## config.mk

```make
export PLATFORM = sky130hd
export DESIGN_NAME = param_tff_counter
export DESIGN_NICKNAME = d
export VERILOG_FILES = /design/src/rtl/tff_pkg.sv /design/src/rtl/t_ff.sv /design/src/rtl/param_tff_counter.sv
export SDC_FILE = /design/constraint.sdc
export NUM_CORES = 1
export LEC_CHECK = 0
export CELL_PAD_IN_SITES_DETAIL_PLACEMENT = 0
export CELL_PAD_IN_SITES_GLOBAL_PLACEMENT = 1
export CORE_MARGIN = 2
export CORE_UTILIZATION = 43
export DETAILED_ROUTE_END_ITERATION = 6
export GPL_TIMING_DRIVEN = 0
export PLACE_DENSITY = 0.86
export SYNTH_ARGS = -nofsm -noshare
export SYNTH_HDL_FRONTEND = slang
export SYNTH_HIERARCHICAL = 1
export SYNTH_SLANG_ARGS = --single-unit
```

## constraint.sdc

```tcl
create_clock -name sysclk -period 3.13 [get_ports sysclk]
set_input_delay 0.313 -clock sysclk [delete_from_list [all_inputs] [get_ports sysclk]]
set_output_delay 0.313 -clock sysclk [all_outputs]
set_load 0.05 [all_outputs]
```

## src/rtl/tff_pkg.sv

```systemverilog
// tff_pkg: shared direction encoding and parameter-legality limits for the T-FF counter
package tff_pkg;
  localparam logic DIR_UP = 1'b1;
  localparam logic DIR_DN = 1'b0;
  localparam int WIDTH_MIN = 1;
  localparam int WIDTH_MAX = 32;
  localparam longint MODULO_MIN = 2;
  localparam int PRESCALE_MIN = 1;
  localparam int PRESCALE_MAX = 65535;
endpackage

```

## src/rtl/t_ff.sv

```systemverilog
// t_ff: T flip-flop with synchronous active-high reset
module t_ff (
  input  logic sysclk,
  input  logic rst,
  input  logic t,
  output logic q
);
  always_ff @(posedge sysclk) q <= rst ? 1'b0 : q ^ t;
endmodule

```

## src/rtl/param_tff_counter.sv

```systemverilog
// param_tff_counter: prescaled modulo up/down counter built from per-bit T flip-flops
module param_tff_counter
  import tff_pkg::*;
#(
  parameter int     WIDTH    = 8,
  parameter longint MODULO   = 256,
  parameter int     PRESCALE = 1
) (
  input  logic             sysclk,
  input  logic             rst,
  input  logic             en,
  input  logic             up_dn,
  input  logic             load,
  input  logic [WIDTH-1:0] load_val,
  output logic [WIDTH-1:0] Q,
  output logic             tc
);
  localparam logic [WIDTH-1:0] MAX = WIDTH'(MODULO - 1);
  localparam logic [15:0] PRE_LAST = 16'(PRESCALE - 1);
  if (WIDTH < WIDTH_MIN || WIDTH > WIDTH_MAX || MODULO < MODULO_MIN ||
      MODULO > (longint'(1) << WIDTH) || PRESCALE < PRESCALE_MIN || PRESCALE > PRESCALE_MAX) begin : g_bad
    $fatal(1, "param_tff_counter: illegal parameter values");
  end
  logic [15:0] pre_q, pre_d;
  logic tc_q, tc_d, step, up, wrap;
  logic [WIDTH-1:0] t, lo_one, lo_zero, ld_val;
  assign up = up_dn == DIR_UP;
  assign step = en && !load && pre_q == PRE_LAST;
  assign wrap = up ? Q == MAX : Q == '0;
  assign ld_val = load_val > MAX ? MAX : load_val;
  always_comb begin
    lo_one = '0;
    lo_zero = '0;
    lo_one[0] = 1'b1;
    lo_zero[0] = 1'b1;
    for (int i = 1; i < WIDTH; i++) begin
      lo_one[i] = lo_one[i-1] & Q[i-1];
      lo_zero[i] = lo_zero[i-1] & ~Q[i-1];
    end
    t = load ? Q ^ ld_val : !step ? '0 : wrap ? (up ? Q : Q ^ MAX) : up ? lo_one : lo_zero;
    pre_d = load ? '0 : !en ? pre_q : pre_q == PRE_LAST ? '0 : pre_q + 16'd1;
    tc_d = step && wrap;
  end
  always_ff @(posedge sysclk) begin
    if (rst) begin
      pre_q <= '0;
      tc_q <= 1'b0;
    end else begin
      pre_q <= pre_d;
      tc_q <= tc_d;
    end
  end
  assign tc = tc_q;
  for (genvar g = 0; g < WIDTH; g++) begin : g_bit
    t_ff u_bit (.sysclk(sysclk), .rst(rst), .t(t[g]), .q(Q[g]));
  end
endmodule
```

After elaboration in Yosys (flattened, before gate mapping). Cells that the tools add are included.

Flip-flop bits (word level): 25. Bits in latches: 0. RAM bits: 0. Bits in read-only memories: 0. Input port bits: 13. Logic and storage cells: 57. Memories: 0.

Add/sub/neg operators: 1. Multiply operators: 0. Div/mod/pow operators: 0. Order comparisons: 1. Eq/ne operators: 1. Shift operators: 0. Multiplexer cells: 8. Bitwise operators: 29. Reduce and logical (&&, ||, !) cells: 7.

Operators with widths (count): 8-bit two-way mux (6); 16-bit by 1-bit adder with 16-bit output, second input constant (1); 16-bit zero test (1); 16-bit two-way mux (1); 1-bit AND (12); 8-bit equality test, second input constant (1); 8-bit > comparator, second input constant (1); 8-bit zero test (1); 8-bit inverter (1); 1-bit XOR (8); 8-bit XOR (1); 1-bit inverter (7); 1-bit logical AND (3); 2-bit OR reduction (1); 1-bit zero test (1); 1-bit two-way mux (1).

Logic depth before layout (Yosys ltp). Gate-level depths: netlist (run 1).

Word-level depth: 12. Gate-level depth with buffers: 8. Mapped depth without buffers: 8.

Modules after synthesis. Netlist (run 1), hierarchy kept.

By module, submodules not included: param_tff_counter (times used 1, cells each 135, area an instance 1148.6 um^2, seq. area each 340.3 um^2); t_ff (times used 8, cells each 3, area an instance 32.5 um^2, seq. area each 20.0 um^2).

Worst setup path before layout (run 1). Ideal clock, no wire load.

Path type: register -> register. Start point: register g_bit[0].u_bit.q. End point: register g_bit[7].u_bit.q. Setup time: 0.116 ns. Arrival time: 1.829 ns. Required time: 3.014 ns. Slack: 1.185 ns. Stages on the path, launching flop included: 7. Buffers on the path: 0. Period minus slack after synthesis: 1.945 ns. Path through: dfxtp_1 or4_4 nor4_4 o21bai_2 o31ai_2 xnor2_1 nor2_1.

Cells in the longest elaborated chain, start to end: 12. Elaborated cells on any way between the ends: 21. Classes of those cells: eq/ne (1); mux (5); bitwise (14); reduce/logical (1).

Ends and longest elaborated chain: start: declaration (RTL line t_ff.sv:6) `output logic q`; start signal: assignment (RTL line t_ff.sv:8) `always_ff @(posedge sysclk) q <= rst ? 1'b0 : q ^ t;`; 1-bit inverter (RTL line param_tff_counter.sv:38) `lo_zero[i] = lo_zero[i-1] & ~Q[i-1];`; 1-bit AND (6 in series) (RTL line param_tff_counter.sv:38); 8-bit two-way mux (RTL line param_tff_counter.sv:40) `t = load ? Q ^ ld_val : !step ? '0 : wrap ? (up ? Q : Q ^ MAX) : up ? lo_one : lo_zero;`; 8-bit two-way mux * (3 in series) (RTL line param_tff_counter.sv:40); net t[7] (RTL line param_tff_counter.sv:26) `logic [WIDTH-1:0] t, lo_one, lo_zero, ld_val;`; 1-bit XOR * (RTL line t_ff.sv:8); end signal: assignment (RTL line t_ff.sv:8); end: declaration (RTL line t_ff.sv:6).

Mark *: on every way through the listed nets, which the timed path passes. The rest lies on a longest branch. A chain may end at the register's enable or synchronous reset.

Worst setup path in the final report (run 1).
Start point: register g_bit[3].u_bit.q. End point: output Q[3].

RTL lines: start: declaration (RTL line t_ff.sv:6); start signal: assignment (RTL line t_ff.sv:8); end: declaration (RTL line param_tff_counter.sv:15) `output logic [WIDTH-1:0] Q,`.

No word-level cell between the ends.

==> summary.txt, run 1 <==
Worst-path cell chain - clkdlybuf4s50_1
GRT overflow - 0
Final Hold Fails - 0
Switch Pwr - 0.000340 W
RSZ-0062 raised after global routing - no
Setup Viol. Count Final - 0
DRT Wirelength - 2.71 mm
Layout Utilization - 0.546
End of the worst hold path - pre_q[0]
DRC - 0
Multiplexer share of the synthesized area - 0.0151
Buffers & Inverters on Critical Path - 1
Delay-heaviest family, CP - buffers and inverters
I/O Buffers - 19
Initial core utilization - 0.458
Hold/Removal Path Class - primary input to flop
WP data required - 2.82 ns
Share of the synthesized area in the top cell type - 0.355
Num rows - 20
Max Cap Viol - 0
P&R area growth vs syn - 19.4%
Post-synth EDFFs - 0
Synth async-reset ratio - 0
Final ANT Viol Nets - 0
Post-route insts no fill - 226
Syn_area_per_cell - 8.86 sq um
Hold Path Depth - 3
Clock Power Share - 0.169
Dpl cells - 222
CP peak stage delay - 0.88 ns
Clk Latency, worst-skew pair - 0.33 ns
CTS HTree Levels - 1
Synth top area cells - dfxtp_1 (36%), xnor2_1 (12%), nor2_1 (8.5%)
Largest net degree at the start of global routing - 15
CTS tree - done
I/O pin cnt - 22
Layout cells sized above 1 - 0.115
Initial antenna violation count - 0
Register bit total from synthesis - 25
Reg clk slew, reported paths - 0.14 ns
Slew headroom - 0.663
CTS Sinks - 25
Combinational power share - 0.370
Reg2reg path depth - 8
Num CTS Buffers - 3
Yosys cell types - 32
Vias in the first global route - 1072
CTS resizes - 0
Hold WS - 0.321 ns
Main combinational cell family by area after synthesis - simple AND/OR/NAND/NOR gates
Mapped Area - 0.00141 sq mm
Most common cell in the netlist - nor2_1
Setup bufs post-CTS - 0
HPWL after detailed placement - 1.99 mm
PD cells - 520 mW/mm^2
Final Critical Period - 2.07 ns
Critical Path Sink Type - output port
Seq/Total Area, Yosys - 0.355
Vias - 1144
Reg power frac - 0.461
Critical R2R Launch - pre_q[0]
R2r endpoint - g_bit[7].u_bit/q
Hold_sp - en
Clock Path Buffers - 2
Initial drt markers - 32
Gp weighted congestion - 0.780
Area fraction in compound gates after synthesis - 0.0648
Std-Cell Core Area - 0.00308 sq mm
Synth Area in Adders - 0.0178
Setup TNS - 0 ns
Slowest-stage cell, CP - clkdlybuf4s50_1
Achievable Freq - 484 MHz
Ys flop type - dfxtp_1
Clock skew - 0.0100 ns
Crit start category - flop
Syn Nets - 174
LEAKAGE - 0.549 nW
Worst Path Arrival - 1.75 ns
Status - complete, no violations
Yosys warns - 6
# nets final - 198
Fillcell total - 305
Area leader, netlist - dfxtp_1
Worst-margin pin slew - 0.503 ns
CP startpoint - g_bit[3].u_bit/q
Die Height - 61.2 um
Synth cell count leaders - nor2_1 (32), dfxtp_1 (25), xnor2_1 (20)
Synth Area in XOR/XNOR - 0.205
R2R Setup Slk - 1.20 ns
Simple-gate share of the synthesized area - 0.313
Internal - 0.000534 W
Max FO, Critical Path - 8
Via-to-Cell Ratio - 5.06
Clk root buf - clkbuf_4
Die span in x - 61.2 um
Post-DR wirelength/cell - 12.0 um
Max-slew violations - 0
Hold_buf cts - 0
Max VDD drop - 0.320 mV
N_diodes - 0
Switching share of power - 0.389
First-pass GRT wire length - 4.75 mm
DRT Pass-1 Iters - 4
Gr usage total - 0.171
DIE AREA - 0.00375 sq mm
Cells after Synth - 159
Setup CP Type - flop to output port
Tcrit/Tclk final - 0.660
layout make-up:
cell class | instances | area (sq um) | area share
clock buffers | 3 | 22.5 | 0.0134
well taps | 44 | 55.1 | 0.0327
plain buffers | 5 | 25.0 | 0.0149
flip-flops and latches | 25 | 500 | 0.298
inverters | 4 | 15.0 | 0.00893
clock inverters | 1 | 5.00 | 0.00298
multi-input cells | 125 | 868 | 0.516
repair buffers | 19 | 190 | 0.113
kinds of logic after synthesis:
kind of cell	Yosys count
buffers and inverters	9
muxes	2
xor gates and xnor gates	33
and+or+nand+nor	77
AOI/OAI and AO/OA	11
adders and majority gates	2
DFF	25
worst max path at each step:
| stage | slack [ns] | endpoint | cells after the start |
|---|---|---|---|
| floorplan | 1.18 | g_bit[7].u_bit/q | 6 |
| global placement | 0.93 | g_bit[7].u_bit/q | 7 |
| detailed placement | 0.86 | g_bit[7].u_bit/q | 7 |
| CTS | 1.05 | Q[3] | 1 |
| global route | 0.97 | Q[3] | 1 |
| finish | 1.06 | Q[3] | 1 |
cell usage in the layout, fill, tap and decap left out, types with 2 or more instances in the layout:
cell,synthesis,final
buf_2,2,2
clkbuf_1,2,2
clkbuf_4,0,3
clkdlybuf4s50_1,0,19
dfxtp_1,25,25
ha_1,2,2
inv_1,4,4
nand2_1,13,13
nand3_1,4,4
nand4_1,6,6
nor2_1,32,32
nor3_1,6,6
nor4_1,5,5
nor4_2,2,2
nor4_4,2,2
nor4b_2,2,2
o31ai_1,3,3
o31ai_2,2,2
xnor2_1,20,20
xor2_1,13,13
worst register-to-register path, stage by stage (launching register included):
cell and delay (ns):
dfxtp_1 0.37, inv_1 0.07, ha_1 0.15, nor4b_2 0.28, nand4_4 0.23, o21bai_2 0.27
o31ai_2 0.25, xnor2_1 0.15, nor2_1 0.05
per-stage QoR:
| step | area, sq um | setup slack [ns] | power [W] |
|---|---|---|---|
| final | 1680 | 1.06 | 0.000875 |
| after global routing | 1680 | 0.974 | 0.000927 |
| after CTS | 1680 | 1.05 | 0.000883 |
| after detailed placement | 1650 | 0.863 | 0.000733 |
| after global placement | 1650 | 0.930 | 0.000727 |
| after floorplan | 1410 | 1.18 | 0.000638 |
per-layer routing:
| metal | routed length (um) | track usage | up-vias |
|---|---|---|---|
| met5 | 0 | 0 | - |
| met4 | 42 | 0.0652 | 0 |
| met3 | 90 | 0.0315 | 5 |
| met2 | 1200 | 0.255 | 18 |
| met1 | 1370 | 0.245 | 527 |
| li1 | - | - | 594 |
sequential cells by signal, summed over array words and instances, names as in the netlist:
| name | flops |
|---|---|
| pre_q | 16 |
| g_bit.u_bit/q | 8 |
| tc | 1 |
power by group through the flow:
| stage | sequential [W] | combinational, W | clock (W) |
|---|---|---|---|
| CTS | 0.000403 | 0.000326 | 0.000154 |
| floorplan | 0.000495 | 0.000143 | 0 |
| detailed placement | 0.000411 | 0.000322 | 0 |
| finish | 0.000403 | 0.000324 | 0.000148 |
| global route | 0.000411 | 0.000346 | 0.000170 |
| global placement | 0.000409 | 0.000318 | 0 |
Power figures use the tool's default switching activity.
==> run 2: changes to the inputs <==
CORE_UTILIZATION = 40   (was 43)
PLACE_DENSITY = 0.81   (was 0.86)
clock period = 1.9 ns   (was 3.13 ns; I/O delays follow)
==> run 2 against run 1 <==
Critical path depth unchanged; sequential share of layout area decreased by 0.76 points; sequential power rose by 65%; utilization fell by 3.1 points; combinational power grew 66%; design area is 3.1% higher; die area grew 7.0%; clock power increased by 61%.
==> summary.txt, run 2 (synthesis results as in run 1) <==
Initial core utilization - 0.419 (-0.0388)
N_diodes - 0 (unchanged)
Layout cells sized above 1 - 0.141 (+0.0259)
Clock skew - 0.0159 ns (+0.00592 ns)
DRT Pass-1 Iters - 4 (unchanged)
WP data required - 1.71 ns (-1.11 ns)
Worst-path cell chain - clkdlybuf4s50_1
Final Critical Period - 1.81 ns
Final ANT Viol Nets - 0 (unchanged)
Max-slew violations - 0 (unchanged)
Die span in x - 63.3 um (+3.4%)
Vias in the first global route - 1071 (-0.093%)
Slowest-stage cell, CP - clkdlybuf4s50_1
Max VDD drop - 0.468 mV (+46%)
Die Height - 63.3 um (+3.4%)
Largest net degree at the start of global routing - 14 (-1)
CP peak stage delay - 0.85 ns (-0.03 ns)
RSZ-0062 raised after global routing - no
Clock Path Buffers - 2 (unchanged)
Setup CP Type - flop to output port
I/O Buffers - 19 (unchanged)
Register Area - 503 sq um (+0.50%)
Worst-margin pin slew - 0.534 ns (+0.0307 ns)
Total power - 0.00144 W (+65%)
Multi-input gate area - 887 sq um (+2.2%)
Max FO, Critical Path - 5 (-3)
Most flop-heavy register - pre_q
Max Cap Viol - 0 (unchanged)
Hold_buf cts - 0 (unchanged)
Most common cell after layout, fill and taps aside - nor2_1
First-pass GRT wire length - 4.81 mm (+1.2%)
# nets final - 200 (+1.0%)
Std-Cell Core Area - 0.00336 sq mm (+9.3%)
PD cells - 831 mW/mm^2 (+60%)
P&R area growth vs syn - 23.1%
Post-DR wirelength/cell - 12.2 um (+1.9%)
Delay-heaviest family, CP - buffers and inverters
Worst Path Arrival - 1.62 ns (-0.13 ns)
Fillcell total - 333 (+9.2%)
DIE AREA - 0.00401 sq mm (+7.0%)
Gr usage total - 0.148 (-0.0232)
Status - complete, no violations
Gp weighted congestion - 0.763 (-2.1%)
Slew headroom - 0.644 (-0.0194)
Buffers & Inverters on Critical Path - 1 (unchanged)
Vias - 1155 (+0.96%)
LEAKAGE - 0.615 nW (+12%)
Crit start category - flop
Critical Path Sink Type - output port
Final Hold Fails - 0 (unchanged)
Setup Viol. Count Final - 0 (unchanged)
CTS Sinks - 25 (unchanged)
Num CTS Buffers - 3 (unchanged)
DRC - 0 (unchanged)
Max reg flops - 16 (unchanged)
GRT overflow - 0 (unchanged)
Clk root buf - clkbuf_4
DRT Wirelength - 2.81 mm (+3.7%)
Num rows - 21 (+5.0%)
Initial antenna violation count - 0 (unchanged)
Achievable Freq - 554 MHz
HPWL after detailed placement - 2.02 mm (+1.5%)
Commonest non-fill, non-tap cells in the layout - nor2_1 (32), dfxtp_1 (23), xnor2_1 (20)
Hold/Removal Path Class - primary input to flop
CTS HTree Levels - 1 (unchanged)
Clk Latency, worst-skew pair - 0.32 ns (about the same)
Setup TNS - 0 ns (unchanged)
CTS tree - done
Initial drt markers - 34 (+6.3%)
Via-to-Cell Ratio - 5.02 (-0.79%)
Layout Utilization - 0.516 (-0.0307)
Reg clk slew, reported paths - 0.12 ns (-0.02 ns)
Tcrit/Tclk final - 0.950
I/O pin cnt - 22 (unchanged)
run 2: cell types whose count changed in the layout (fill, tap and decap cells not counted), moves of 2 or more:
cell	delta
o31ai_1	-2
o31ai_2	+2
dlygate4sd2_1	+2
dlymetal6s2s_1	+2
dfxtp_1	-2
clkdlybuf4s50_1	-4
dfxtp_2	+2
run 2: through the flow:
stage	setup slack [ns]	hold WS [ns]	cells	cell area (sq um)
2_1_floorplan	0.0255	0.255	159	1410
3_3_place_gp	-0.201	0.524	224	1660
3_5_place_dp	-0.235	0.530	224	1660
4_1_cts	0.0141	0.207	230	1720
5_1_grt	0.000967	0.239	230	1730
6_report	0.0944	0.212	230	1730
run 2: area by class of cell:
cell class	count	share of cell area
Multi-Input combinational cell	125	0.512
Buffer	5	0.0144
Sequential cell	25	0.290
Inverter	4	0.00866
Clock buffer	4	0.0152
Tap cell	46	0.0332
Timing Repair Buffer	21	0.127
run 2: power by group:
group          switching (W)  leakage [nW]  internal, W
logic               0.000305         0.396     0.000234
registers          0.0000923         0.204     0.000572
clock network       0.000156        0.0150    0.0000822
run 2: path summary, 6_finish.rpt:
| check | from | slack, ns | endpoint | cells past startpoint |
|---|---|---|---|---|
| worst min-delay path | en | 0.21 | pre_q[0] | 3 |
| worst max-delay path | g_bit[2].u_bit/q | 0.09 | Q[2] | 1 |
| worst min register to register | pre_q[1] | 0.56 | pre_q[1] | 2 |
| worst max register to register | pre_q[0] | 0.11 | g_bit[7].u_bit/q | 8 |
run 2: per-layer routing:
layer,share of wire,up-vias,GRT usage
met2,0.50,12,0.247
met5,0,-,0
met3,0.032,2,0.0411
li1,-,592,-
met1,0.46,549,0.189
met4,0.0078,0,0.0326
run 2: what timing repair did:
item | in CTS | in global routing
hold endpoints to repair | 0 | 0
endpoints found under the setup margin | 3 | 4
buffers inserted | 2 | 0
pin swaps | 1 | 0
resized for setup | 3 | 4
==> run 3: changes to the inputs <==
SYNTH_HIERARCHICAL = unset   (was 1)
==> run 3 against run 2 <==
Fmax decreased by 1.7%; highest routed layer unchanged; critical endpoint is now Q[6]; largest power group unchanged; sequential share of layout area decreased by 1.2 points; clock power grew 34%.
==> summary.txt, run 3 <==
Status - complete, no violations
Register Area - 502 sq um (-0.25%)
DRT Pass-1 Iters - 4 (unchanged)
Yosys cell types - 41 (+28%)
Cells after Synth - 171 (+7.5%)
PD cells - 623 mW/mm^2 (-25%)
Post-synth EDFFs - 0 (unchanged)
Gp weighted congestion - 0.804 (+5.4%)
Num CTS Buffers - 3 (unchanged)
I/O Buffers - 19 (unchanged)
GRT overflow - 0 (unchanged)
Worst-margin pin slew - 0.502 ns (-0.0324 ns)
Post-DR wirelength/cell - 13.1 um (+7.4%)
Crit start category - flop
Num rows - 22 (+4.8%)
Max FO, Critical Path - 6 (+1)
Metal3 WL - 92 um (+3.4%)
Worst Path Arrival - 1.65 ns (+0.03 ns)
Hold/Removal Path Class - primary input to flop
Synth top area cells - dfxtp_1 (34%), xnor2_1 (8.3%), nor2_1 (6.9%)
Routed met2 length - 1.62 mm (+15%)
Final Hold Fails - 0 (unchanged)
Largest net degree at the start of global routing - 15 (+1)
First-pass GRT wire length - 5.66 mm (+18%)
Final ANT Viol Nets - 0 (unchanged)
Achievable Freq - 544 MHz (-1.7%)
Most common cell in the netlist - nor2_1
Register bit total from synthesis - 25 (unchanged)
Initial drt markers - 94 (+180%)
Setup CP Type - flop to output port
DRT Wirelength - 3.18 mm (+13%)
CTS Sinks - 25 (unchanged)
Hold_buf cts - 0 (unchanged)
Ys flop type - dfxtp_1
HPWL after detailed placement - 2.36 mm (+17%)
WP data required - 1.71 ns (about the same)
Slew headroom - 0.665 (+0.0211)
Multi-input gate area - 857 sq um (-3.4%)
DRC - 0 (unchanged)
DP Area - 0.00172 sq mm (+3.8%)
Max-slew violations - 0 (unchanged)
Clock Path Buffers - 2 (unchanged)
Clk root buf - clkbuf_8
Critical Path Sink Type - output port
Yosys warns - 0 (-6)
Commonest non-fill, non-tap cells in the layout - nor2_1 (27), dfxtp_1 (24), clkdlybuf4s50_1 (15)
Seq/Total Area, Yosys - 0.340 (-0.0154)
# nets final - 211 (+5.5%)
CTS HTree Levels - 1 (unchanged)
RSZ-0062 raised after global routing - yes
Max Cap Viol - 0 (unchanged)
Initial core utilization - 0.408 (-0.0105)
DRT met1 WL - 1.44 mm (+11%)
Layout cells sized above 1 - 0.144 (+0.00229)
Synth async-reset ratio - 0 (unchanged)
P&R area growth vs syn - 22.5%
Max VDD drop - 0.340 mV (-27%)
CTS tree - done
Max reg flops - 16 (unchanged)
Clock skew - 0.00196 ns (-0.0140 ns)
Fin area - 0.00180 sq mm (+4.0%)
Fillcell total - 358 (+7.5%)
Syn Nets - 186 (+6.9%)
LEAKAGE - 0.683 nW (+11%)
Die Height - 64.7 um (+2.1%)
Hold WS - 0.283 ns (+0.0709 ns)
Share of the synthesized area in the top cell type - 0.340 (-0.0154)
Clk Latency, worst-skew pair - 0.27 ns (-0.05 ns)
Initial antenna violation count - 0 (unchanged)
Vias in the first global route - 1283 (+20%)
Top routing layer used - met4
Mapped Area - 0.00147 sq mm (+4.5%)
Hold Path Depth - 3 (unchanged)
I/O pin cnt - 22 (unchanged)
Std-Cell Core Area - 0.00361 sq mm (+7.2%)
Area leader, netlist - dfxtp_1
Reg clk slew, reported paths - 0.09 ns (-0.03 ns)
Syn_area_per_cell - 8.61 sq um (-2.8%)
Most flop-heavy register - pre_q
Vias - 1287 (+11%)
N_diodes - 0 (unchanged)
Die span in x - 64.7 um (+2.1%)
Final Critical Period - 1.84 ns (+0.0313 ns)
DIE AREA - 0.00418 sq mm (+4.2%)
Gr usage total - 0.169 (+0.0209)
Synth cell count leaders - nor2_1 (27), dfxtp_1 (25), xnor2_1 (14)
Setup Viol. Count Final - 0 (unchanged)
Via-to-Cell Ratio - 5.30 (+5.5%)
Tcrit/Tclk final - 0.967 (+0.0165)
Most common cell after layout, fill and taps aside - nor2_1
Reg2reg path depth - 7 (-1)
[run 3: area by class of cell]
cell class / instances / area share
multi-input combinational: 124 / 0.475
sequential: 25 / 0.278
timing repair buffer: 20 / 0.115
buffer: 16 / 0.0603
tap: 48 / 0.0333
clock buffer: 3 / 0.0229
inverter: 6 / 0.0125
clock inverter: 1 / 0.00277
[run 3: cells by family (layout without fill, tap and decap cells)]
logic type               after synthesis  after routing  synth area share
buffers and inverters                 22             46            0.0867
multiplexers                           4              4            0.0280
XOR/XNOR                              19             19             0.113
adder cells (fa/ha/maj)                2              2            0.0170
flip-flops                            25             25             0.340
AO/OA/AOI/OAI                         15             15            0.0790
AND/OR/NAND/NOR                       84             84             0.336
[run 3: layer usage]
layer / vias to the layer above / GRT usage
met5: - / 0
met4: 0 / 0.0505
met3: 4 / 0.0313
met2: 22 / 0.314
met1: 609 / 0.195
li1: 652 / -
[run 3: timing repair]
item                                    CTS  global route
gates resized for setup                   0             9
buffers inserted                          0             1
endpoints found under the setup margin    0            21
[run 3: per-stage QoR]
step | total power (W) | util | setup TNS, ns | setup WS [ns] | cells
5_1_grt | 0.00118 | 0.500 | -0.0507 | -0.0295 | 243
4_1_cts | 0.00113 | 0.491 | 0 | 0.00711 | 242
3_5_place_dp | 0.000812 | 0.478 | 0 | 0.0355 | 238
3_3_place_gp | 0.000808 | 0.478 | 0 | 0.0878 | 238
2_1_floorplan | 0.000740 | - | 0 | 0.216 | 171
6_report | 0.00112 | 0.500 | 0 | 0.0632 | 243
[run 3: worst max-delay path: stages (launching register included)]
cell and delay, ns:
dfxtp_1 0.45, buf_4 0.14, clkdlybuf4s50_1 0.79
[run 3: final timing paths]
path	startpoint	to	slack, ns
min reg2reg	pre_q[0]	pre_q[0]	0.57
min	en	pre_q[0]	0.28
max reg2reg	pre_q[1]	g_bit[6].u_bit.q	0.13
max	g_bit[6].u_bit.q	Q[6]	0.06
[run 3: power by group]
group	internal, W	switching [W]	total (W)
logic	0.000114	0.000127	0.000241
clock network	0.000147	0.000172	0.000319
registers	0.000539	0.0000241	0.000563
total	0.000800	0.000324	0.00112
